--- config.mk ---
export PLATFORM = sky130hd
export DESIGN_NAME = uart_rx_os16_flat
export DESIGN_NICKNAME = d
export VERILOG_FILES = /design/src/rtl/uart_pkg.sv /design/src/rtl/uart_rx_os16_if.sv /design/src/rtl/uart_rx_sync.sv /design/src/rtl/uart_rx_os16.sv /design/src/flat_wrapper.sv
export SDC_FILE = /design/constraint.sdc
export NUM_CORES = 1
export LEC_CHECK = 0
export ABC_AREA = 1
export CORE_AREA = 2 2 41 81
export DETAILED_ROUTE_END_ITERATION = 8
export DIE_AREA = 0 0 43 83
export PLACE_DENSITY = 0.76
export SLEW_MARGIN = 10
export SYNTH_ARGS = -nofsm -noshare
export SYNTH_HDL_FRONTEND = slang
export SYNTH_HIERARCHICAL = 1
export SYNTH_SLANG_ARGS = --single-unit
export TNS_END_PERCENT = 20
--- constraint.sdc ---
create_clock -name clk -period 1.7 [get_ports clk]
set_input_delay 0.34 -clock clk [delete_from_list [all_inputs] [get_ports clk]]
set_output_delay 0.34 -clock clk [all_outputs]
set_load 0.05 [all_outputs]
--- src/rtl/uart_pkg.sv ---
// -----------------------------------------------------------------------------
// uart_pkg
// Shared constants for the UART receive path (and a future transmitter):
// FSM state encoding, oversample rate, start-bit midpoint and the default
// frame width.
// No ports.
// -----------------------------------------------------------------------------
package uart_pkg;

  // Default frame width and oversampling.
  localparam int DATA_BITS = 8;
  localparam int OS_RATE   = 16;
  localparam int OS_MID    = 7;

  // FSM state encoding, kept as plain vectors for legacy tools.
  typedef logic [2:0] state_t;
  localparam state_t ST_IDLE  = 3'd0;
  localparam state_t ST_START = 3'd1;
  localparam state_t ST_DATA  = 3'd2;
  localparam state_t ST_STOP  = 3'd3;
  localparam state_t ST_BREAK = 3'd4;

endpackage

--- src/rtl/uart_rx_os16_if.sv ---
// -----------------------------------------------------------------------------
// uart_rx_os16_if
// Bundles the receiver's line-side inputs and byte-side outputs.
//   baud      : oversample square wave (one tick per rising edge)
//   rx        : raw serial line, idles high
//   data_out  : last good byte
//   valid     : one-clk pulse when data_out updates
//   frame_err : one-clk pulse when a stop bit samples low
//   busy      : receiver is not idle
// slave  : the receiver's view.
// master : the driver/consumer view.
// -----------------------------------------------------------------------------
interface uart_rx_os16_if #(
  parameter int DATA_BITS = uart_pkg::DATA_BITS
) ();

  logic                 baud;
  logic                 rx;
  logic [DATA_BITS-1:0] data_out;
  logic                 valid;
  logic                 frame_err;
  logic                 busy;

  modport slave  (input baud, rx, output data_out, valid, frame_err, busy);
  modport master (output baud, rx, input data_out, valid, frame_err, busy);

endinterface

--- src/rtl/uart_rx_sync.sv ---
// -----------------------------------------------------------------------------
// uart_rx_sync
// Input conditioning for the UART: 2-flop synchronizer on the serial line and
// a rising-edge detector on the baud square wave.
//   clk      in  : system clock
//   rst_n    in  : asynchronous active-low reset
//   rx_i     in  : raw serial line
//   baud_i   in  : oversample square wave
//   rx_s_o   out : synchronized serial line
//   tick_o   out : single-clk enable on each baud rising edge
// -----------------------------------------------------------------------------
module uart_rx_sync (
  input  logic clk,
  input  logic rst_n,
  input  logic rx_i,
  input  logic baud_i,
  output logic rx_s_o,
  output logic tick_o
);

  logic rx_meta_q;
  logic rx_sync_q;
  logic baud_q;
  logic armed_q;

  // Synchronizer flops, baud history and post-reset arming flag.
  always_ff @(posedge clk or negedge rst_n) begin
    if (!rst_n) begin
      rx_meta_q <= 1'b1;
      rx_sync_q <= 1'b1;
      baud_q    <= 1'b0;
      armed_q   <= 1'b0;
    end else begin
      rx_meta_q <= rx_i;
      rx_sync_q <= rx_meta_q;
      baud_q    <= baud_i;
      armed_q   <= 1'b1;
    end
  end

  assign rx_s_o = rx_sync_q;
  // baud_q still holds its reset value on the first clk after release, so a
  // baud level that was already high would look like an edge there; armed_q
  // suppresses that spurious tick.
  assign tick_o = baud_i & ~baud_q & armed_q;

endmodule

--- src/rtl/uart_rx_os16.sv ---
// -----------------------------------------------------------------------------
// uart_rx_os16
// 8N1 UART receiver driven by a 16x oversample baud signal. Delivers one byte
// per valid frame with a one-clk valid strobe and flags framing errors with a
// one-clk frame_err strobe. A line held low after a framing error parks in
// BREAK so that it produces a single error, not a stream.
//   clk    in  : system clock
//   rst_n  in  : asynchronous active-low reset
//   bus    slave modport of uart_rx_os16_if (baud, rx in;
//          data_out, valid, frame_err, busy out)
// -----------------------------------------------------------------------------
module uart_rx_os16 #(
  parameter int DATA_BITS = uart_pkg::DATA_BITS,
  parameter int OS_RATE   = uart_pkg::OS_RATE
) (
  input  logic           clk,
  input  logic           rst_n,
  uart_rx_os16_if.slave  bus
);

  import uart_pkg::*;

  localparam int OS_W = (OS_RATE > 1) ? $clog2(OS_RATE) : 1;
  localparam int BC_W = (DATA_BITS > 1) ? $clog2(DATA_BITS) : 1;

  localparam logic [OS_W-1:0] OS_ZERO = OS_W'(0);
  localparam logic [OS_W-1:0] OS_ONE  = OS_W'(1);
  localparam logic [OS_W-1:0] OS_HALF = OS_W'(OS_MID);
  localparam logic [OS_W-1:0] OS_LAST = OS_W'(OS_RATE - 1);
  localparam logic [BC_W-1:0] BC_ZERO = BC_W'(0);
  localparam logic [BC_W-1:0] BC_ONE  = BC_W'(1);
  localparam logic [BC_W-1:0] BC_LAST = BC_W'(DATA_BITS - 1);

  logic rx_s;
  logic tick;

  state_t               state_q,    state_d;
  logic [OS_W-1:0]      os_cnt_q,   os_cnt_d;
  logic [BC_W-1:0]      bit_cnt_q,  bit_cnt_d;
  logic [DATA_BITS-1:0] shift_q,    shift_d;
  logic [DATA_BITS-1:0] data_out_q, data_out_d;
  logic                 valid_q,    valid_d;
  logic                 frame_err_q, frame_err_d;
  logic                 busy_q,     busy_d;

  uart_rx_sync u_sync (
    .clk    (clk),
    .rst_n  (rst_n),
    .rx_i   (bus.rx),
    .baud_i (bus.baud),
    .rx_s_o (rx_s),
    .tick_o (tick)
  );

  // Next-state logic for the frame FSM, counters and output strobes.
  always_comb begin
    state_d     = state_q;
    os_cnt_d    = os_cnt_q;
    bit_cnt_d   = bit_cnt_q;
    shift_d     = shift_q;
    data_out_d  = data_out_q;
    valid_d     = 1'b0;
    frame_err_d = 1'b0;

    if (tick) begin
      case (state_q)
        ST_IDLE: begin
          if (!rx_s) begin
            state_d  = ST_START;
            os_cnt_d = OS_ZERO;
          end else begin
            state_d = ST_IDLE;
          end
        end

        ST_START: begin
          if (os_cnt_q != OS_HALF) begin
            os_cnt_d = os_cnt_q + OS_ONE;
          end else if (!rx_s) begin
            // Start bit still low at its midpoint: frame is real.
            state_d   = ST_DATA;
            os_cnt_d  = OS_ZERO;
            bit_cnt_d = BC_ZERO;
          end else begin
            // Line recovered before midpoint: glitch, drop silently.
            state_d = ST_IDLE;
          end
        end

        ST_DATA: begin
          if (os_cnt_q != OS_LAST) begin
            os_cnt_d = os_cnt_q + OS_ONE;
          end else begin
            // LSB first: newest bit enters at the top and walks down to bit 0.
            shift_d  = {rx_s, shift_q[DATA_BITS-1:1]};
            os_cnt_d = OS_ZERO;
            if (bit_cnt_q == BC_LAST) begin
              state_d = ST_STOP;
            end else begin
              bit_cnt_d = bit_cnt_q + BC_ONE;
            end
          end
        end

        ST_STOP: begin
          if (os_cnt_q != OS_LAST) begin
            os_cnt_d = os_cnt_q + OS_ONE;
          end else if (rx_s) begin
            data_out_d = shift_q;
            valid_d    = 1'b1;
            state_d    = ST_IDLE;
          end else begin
            frame_err_d = 1'b1;
            state_d     = ST_BREAK;
          end
        end

        ST_BREAK: begin
          if (rx_s) begin
            state_d = ST_IDLE;
          end else begin
            state_d = ST_BREAK;
          end
        end

        default: begin
          state_d = ST_IDLE;
        end
      endcase
    end else begin
      state_d = state_q;
    end

    busy_d = (state_d != ST_IDLE);
  end

  // FSM, datapath and output registers.
  always_ff @(posedge clk or negedge rst_n) begin
    if (!rst_n) begin
      state_q     <= ST_IDLE;
      os_cnt_q    <= OS_ZERO;
      bit_cnt_q   <= BC_ZERO;
      shift_q     <= {DATA_BITS{1'b0}};
      data_out_q  <= {DATA_BITS{1'b0}};
      valid_q     <= 1'b0;
      frame_err_q <= 1'b0;
      busy_q      <= 1'b0;
    end else begin
      state_q     <= state_d;
      os_cnt_q    <= os_cnt_d;
      bit_cnt_q   <= bit_cnt_d;
      shift_q     <= shift_d;
      data_out_q  <= data_out_d;
      valid_q     <= valid_d;
      frame_err_q <= frame_err_d;
      busy_q      <= busy_d;
    end
  end

  assign bus.data_out  = data_out_q;
  assign bus.valid     = valid_q;
  assign bus.frame_err = frame_err_q;
  assign bus.busy      = busy_q;

endmodule

--- src/flat_wrapper.sv ---
// flat-port wrapper written by rule: the top's interface ports become plain ports
module uart_rx_os16_flat import uart_pkg::*;
#(
  parameter int DATA_BITS = uart_pkg::DATA_BITS,
  parameter int OS_RATE   = uart_pkg::OS_RATE
)
  (clk, rst_n, bus_baud, bus_rx, bus_data_out, bus_valid, bus_frame_err, bus_busy);
  uart_rx_os16_if #(.DATA_BITS(DATA_BITS)) bus_i ();
  input  logic clk;
  input  logic rst_n;
  input wire logic [$bits(bus_i.baud)-1:0] bus_baud;
  input wire logic [$bits(bus_i.rx)-1:0] bus_rx;
  output wire logic [$bits(bus_i.data_out)-1:0] bus_data_out;
  output wire logic [$bits(bus_i.valid)-1:0] bus_valid;
  output wire logic [$bits(bus_i.frame_err)-1:0] bus_frame_err;
  output wire logic [$bits(bus_i.busy)-1:0] bus_busy;
  assign bus_i.baud = bus_baud;
  assign bus_i.rx = bus_rx;
  assign bus_data_out = bus_i.data_out;
  assign bus_valid = bus_i.valid;
  assign bus_frame_err = bus_i.frame_err;
  assign bus_busy = bus_i.busy;
  uart_rx_os16 #(.DATA_BITS(DATA_BITS), .OS_RATE(OS_RATE)) u_core (.clk(clk), .rst_n(rst_n), .bus(bus_i));
endmodule
==> results.txt <==
Status - finished clean
Top cells by area, synth - dfrtp_1, nand2_1, inv_1
Max clock buf depth - 2
Die height - 83 µm
Cell taking the most area after synthesis - dfrtp_1
Area growth, synth to finish - 18.0%
Crit end category - flip-flop
CTS Root Cell - clkbuf_8
Drt drc - 0
# hold bufs at CTS - 0
Switching pwr - 0.000535 W
Seq/Total Area, Yosys - 0.518
Vias per cell - 5.30
Grt ovf - 0
Number of global-route vias before repair - 1292
Nets - 220
Worst Clk Skew - 0.00198 ns
Slowest CP cell - dfrtp_1
Fill cell count - 252
FF-to-FF setup slack - 0.12 ns
I/O Buffers - 14
WL per Instance - 13.8 µm
Setup Fix Bufs, Post-CTS - 0
Crit path required time - 1.87 ns
Layout cells sized above 1 - 0.238
Area after DPL - 1760 µm²
CTS tree - yes
Initial antenna violation count - 0
Final period util - 0.930
Synth Cell Area - 1600 µm²
Hold WC Path Type - flip-flop to flip-flop
Total core area - 2940 µm²
Share of the synthesized area in the top cell type - 0.486
Die Wd - 43 µm
Antenna Cells - 0
#FFs+latches synth - 33
Combinational Power Share - 0.159
Final Cell Area - 1890 µm²
Max Cap Viol - 0
Detailed Route WL - 3360 µm
Post-route ant nets - 0
LEAKAGE - 0.941 nW
Worst setup path endpoint - u_core/os_cnt_q[0]
Clock network power share - 0.349
Slowest stage delay, CP - 0.44 ns
HPWL Detailed - 2490 µm
P_int - 0.00130 W
Final Hold Viols - 0
Setup Viol. Count Final - 0
Critical Path Source Type - flip-flop
CP cell instances - ha_4, nand3_2, inv_2, nand2_2, nand3_1, inv_1, buf_4, nand4_1, nand2_1
1st-pass router iterations - 4
Routed via count - 1294
Worst setup margin - 0.118 ns
Reg2Reg Launch Point - u_core/os_cnt_q[0]
Die ar. - 3570 µm²
Number of cells on the worst reg-to-reg path - 9
Post-synthesis net count - 197
Post-cts sizing count - 0
Gate Count Post-Synth - 190
Initial Util - 0.543
GRT Resource Usage Total - 0.215
Fmax - 632 MHz
Critical Path Fanout Max - 6
H-Tree Level Count - 2
Crit Path Category - flip-flop to flip-flop
GP Congestion - 0.997
I/O pin total - 15
WP data arrival - 1.76 ns
Clock insertion delay at the later pin of the skew report - 0.28 ns
Total CTS buffers - 5
Clk pin slew, worst setup/hold paths - 0.07 ns
Yosys cell types - 23
Syn. warnings - 6
Initial DRC Count - 43
Worst Setup SP - u_core/os_cnt_q[0]
Final core utilization - 0.641
Worst R2R End - u_core/os_cnt_q[0]
Flop pwr share - 0.493
Largest net degree at the start of global routing - 34
CTS sink count - 33
Syn_area_per_cell - 8.41 µm²
Minimum clock period - 1.58 ns
Fin. max-slew vios - 0
Pwr/cell area - 974 nW/µm²
DP Worst Slack - -0.128 ns
VDD IR max - 0.000634 V
Switch share - 0.291
Cell Rows - 28
Global-route wire length before repair - 5890 µm
## worst max-delay path: cells and delay by family, from the launching register on
kind                     cells  cell delay (ns)
flip-flops                   1             0.44
buffers and inverters        3             0.38
adder cells (fa/ha/maj)      1             0.19
AND/OR/NAND/NOR              5             0.46
## area by class of cell
type / count / area (µm²) / share of cell area
Clock inverter: 1 / 5.00 / 0.00265
Clock buffer: 7 / 96.3 / 0.0511
Tap cell: 30 / 37.5 / 0.0199
Timing Repair Buffer: 19 / 150 / 0.0796
Sequential cell: 33 / 828 / 0.439
Multi-Input combinational cell: 128 / 671 / 0.356
Inverter: 26 / 97.6 / 0.0518
## worst min path at each step
stage / startpoint / endpoint / slack, ns / cells past startpoint
floorplan: rst_n / u_core/bit_cnt_q[0] / 0.04 / 0
global placement: u_core/u_sync/rx_meta_q / u_core/u_sync/rx_s_o / 0.35 / 0
detailed placement: u_core/u_sync/rx_meta_q / u_core/u_sync/rx_s_o / 0.35 / 0
CTS: u_core/u_sync/rx_meta_q / u_core/u_sync/rx_s_o / 0.36 / 0
global route: u_core/u_sync/rx_meta_q / u_core/u_sync/rx_s_o / 0.37 / 0
finish: u_core/u_sync/rx_meta_q / u_core/u_sync/rx_s_o / 0.36 / 0
## flip-flops by register name, indices dropped and copies added, names as in the netlist, 3 cells and up
signal               count
u_core/bus.data_out      8
u_core/shift_q           8
u_core/os_cnt_q          4
u_core/bit_cnt_q         3
u_core/state_q           3
## synth_stat cells
cell	count
nor3_1	2
nand4_1	1
nor4_1	1
dfrtp_1	31
nor2_2	1
nand3_2	1
o21ai_2	7
nand2_1	54
ha_1	3
nand3_1	13
xor2_1	1
inv_1	23
buf_6	1
a21oi_1	4
o21bai_1	1
inv_2	3
buf_2	2
conb_1	1
nor2_1	14
nor2_4	4
dfstp_2	2
o21ai_0	14
nand2_2	6
## metal layers
metal / wire length, µm / share of wire / global-route usage / vias up
met5: 0 / 0 / 0 / -
met4: 83 / 0.025 / 0.0964 / 0
met3: 68 / 0.020 / 0.0326 / 8
met2: 2000 / 0.59 / 0.384 / 20
met1: 1210 / 0.36 / 0.240 / 621
li1: - / - / - / 645
## cells by family after synthesis
logic type | count (synthesis) | synth area share
buffers and inverters | 29 | 0.0744
other | 1 | 0.00235
flip-flops | 33 | 0.518
AND/OR/NAND/NOR | 97 | 0.276
XOR/XNOR | 1 | 0.00548
adder cells (fa/ha/maj) | 3 | 0.0235
AO/OA/AOI/OAI | 26 | 0.0995
## power by group through the flow
stage	clock (W)	sequential [W]	combinational, W
after CTS	0.000656	0.000894	0.000281
final	0.000640	0.000905	0.000291
after detailed placement	0	0.000908	0.000279
after global routing	0.000677	0.000910	0.000338
after global placement	0	0.000903	0.000259
after floorplan	0	0.000917	0.000171
## cells in the final DEF, fill, tap and decap left out
cell / instances
clkbuf_8: 7
xor2_1: 1
nand2_1: 54
nand3_1: 13
clkdlybuf4s50_1: 3
dfstp_2: 2
nand4_1: 1
ha_4: 1
inv_1: 22
nor4_1: 1
ha_1: 2
nor2_1: 13
o21ai_2: 7
nor2_2: 1
inv_2: 4
o21bai_1: 1
nor2_4: 5
o21ai_0: 13
a21oi_1: 4
nor3_1: 2
dfrtp_1: 31
nand3_2: 1
o21ai_1: 1
buf_4: 16
clkinv_2: 1
nand2_2: 6
conb_1: 1
## metrics by stage
stage               cells  hold slack [ns]  total power [W]  setup TNS, ns
floorplan             190           0.0444          0.00109              0
global placement      236            0.347          0.00116         -0.318
detailed placement    236            0.353          0.00119          -1.44
CTS                   244            0.362          0.00183              0
global route          244            0.366          0.00192        -0.0537
finish                244            0.360          0.00184              0
(Power assumes the default switching activity.)
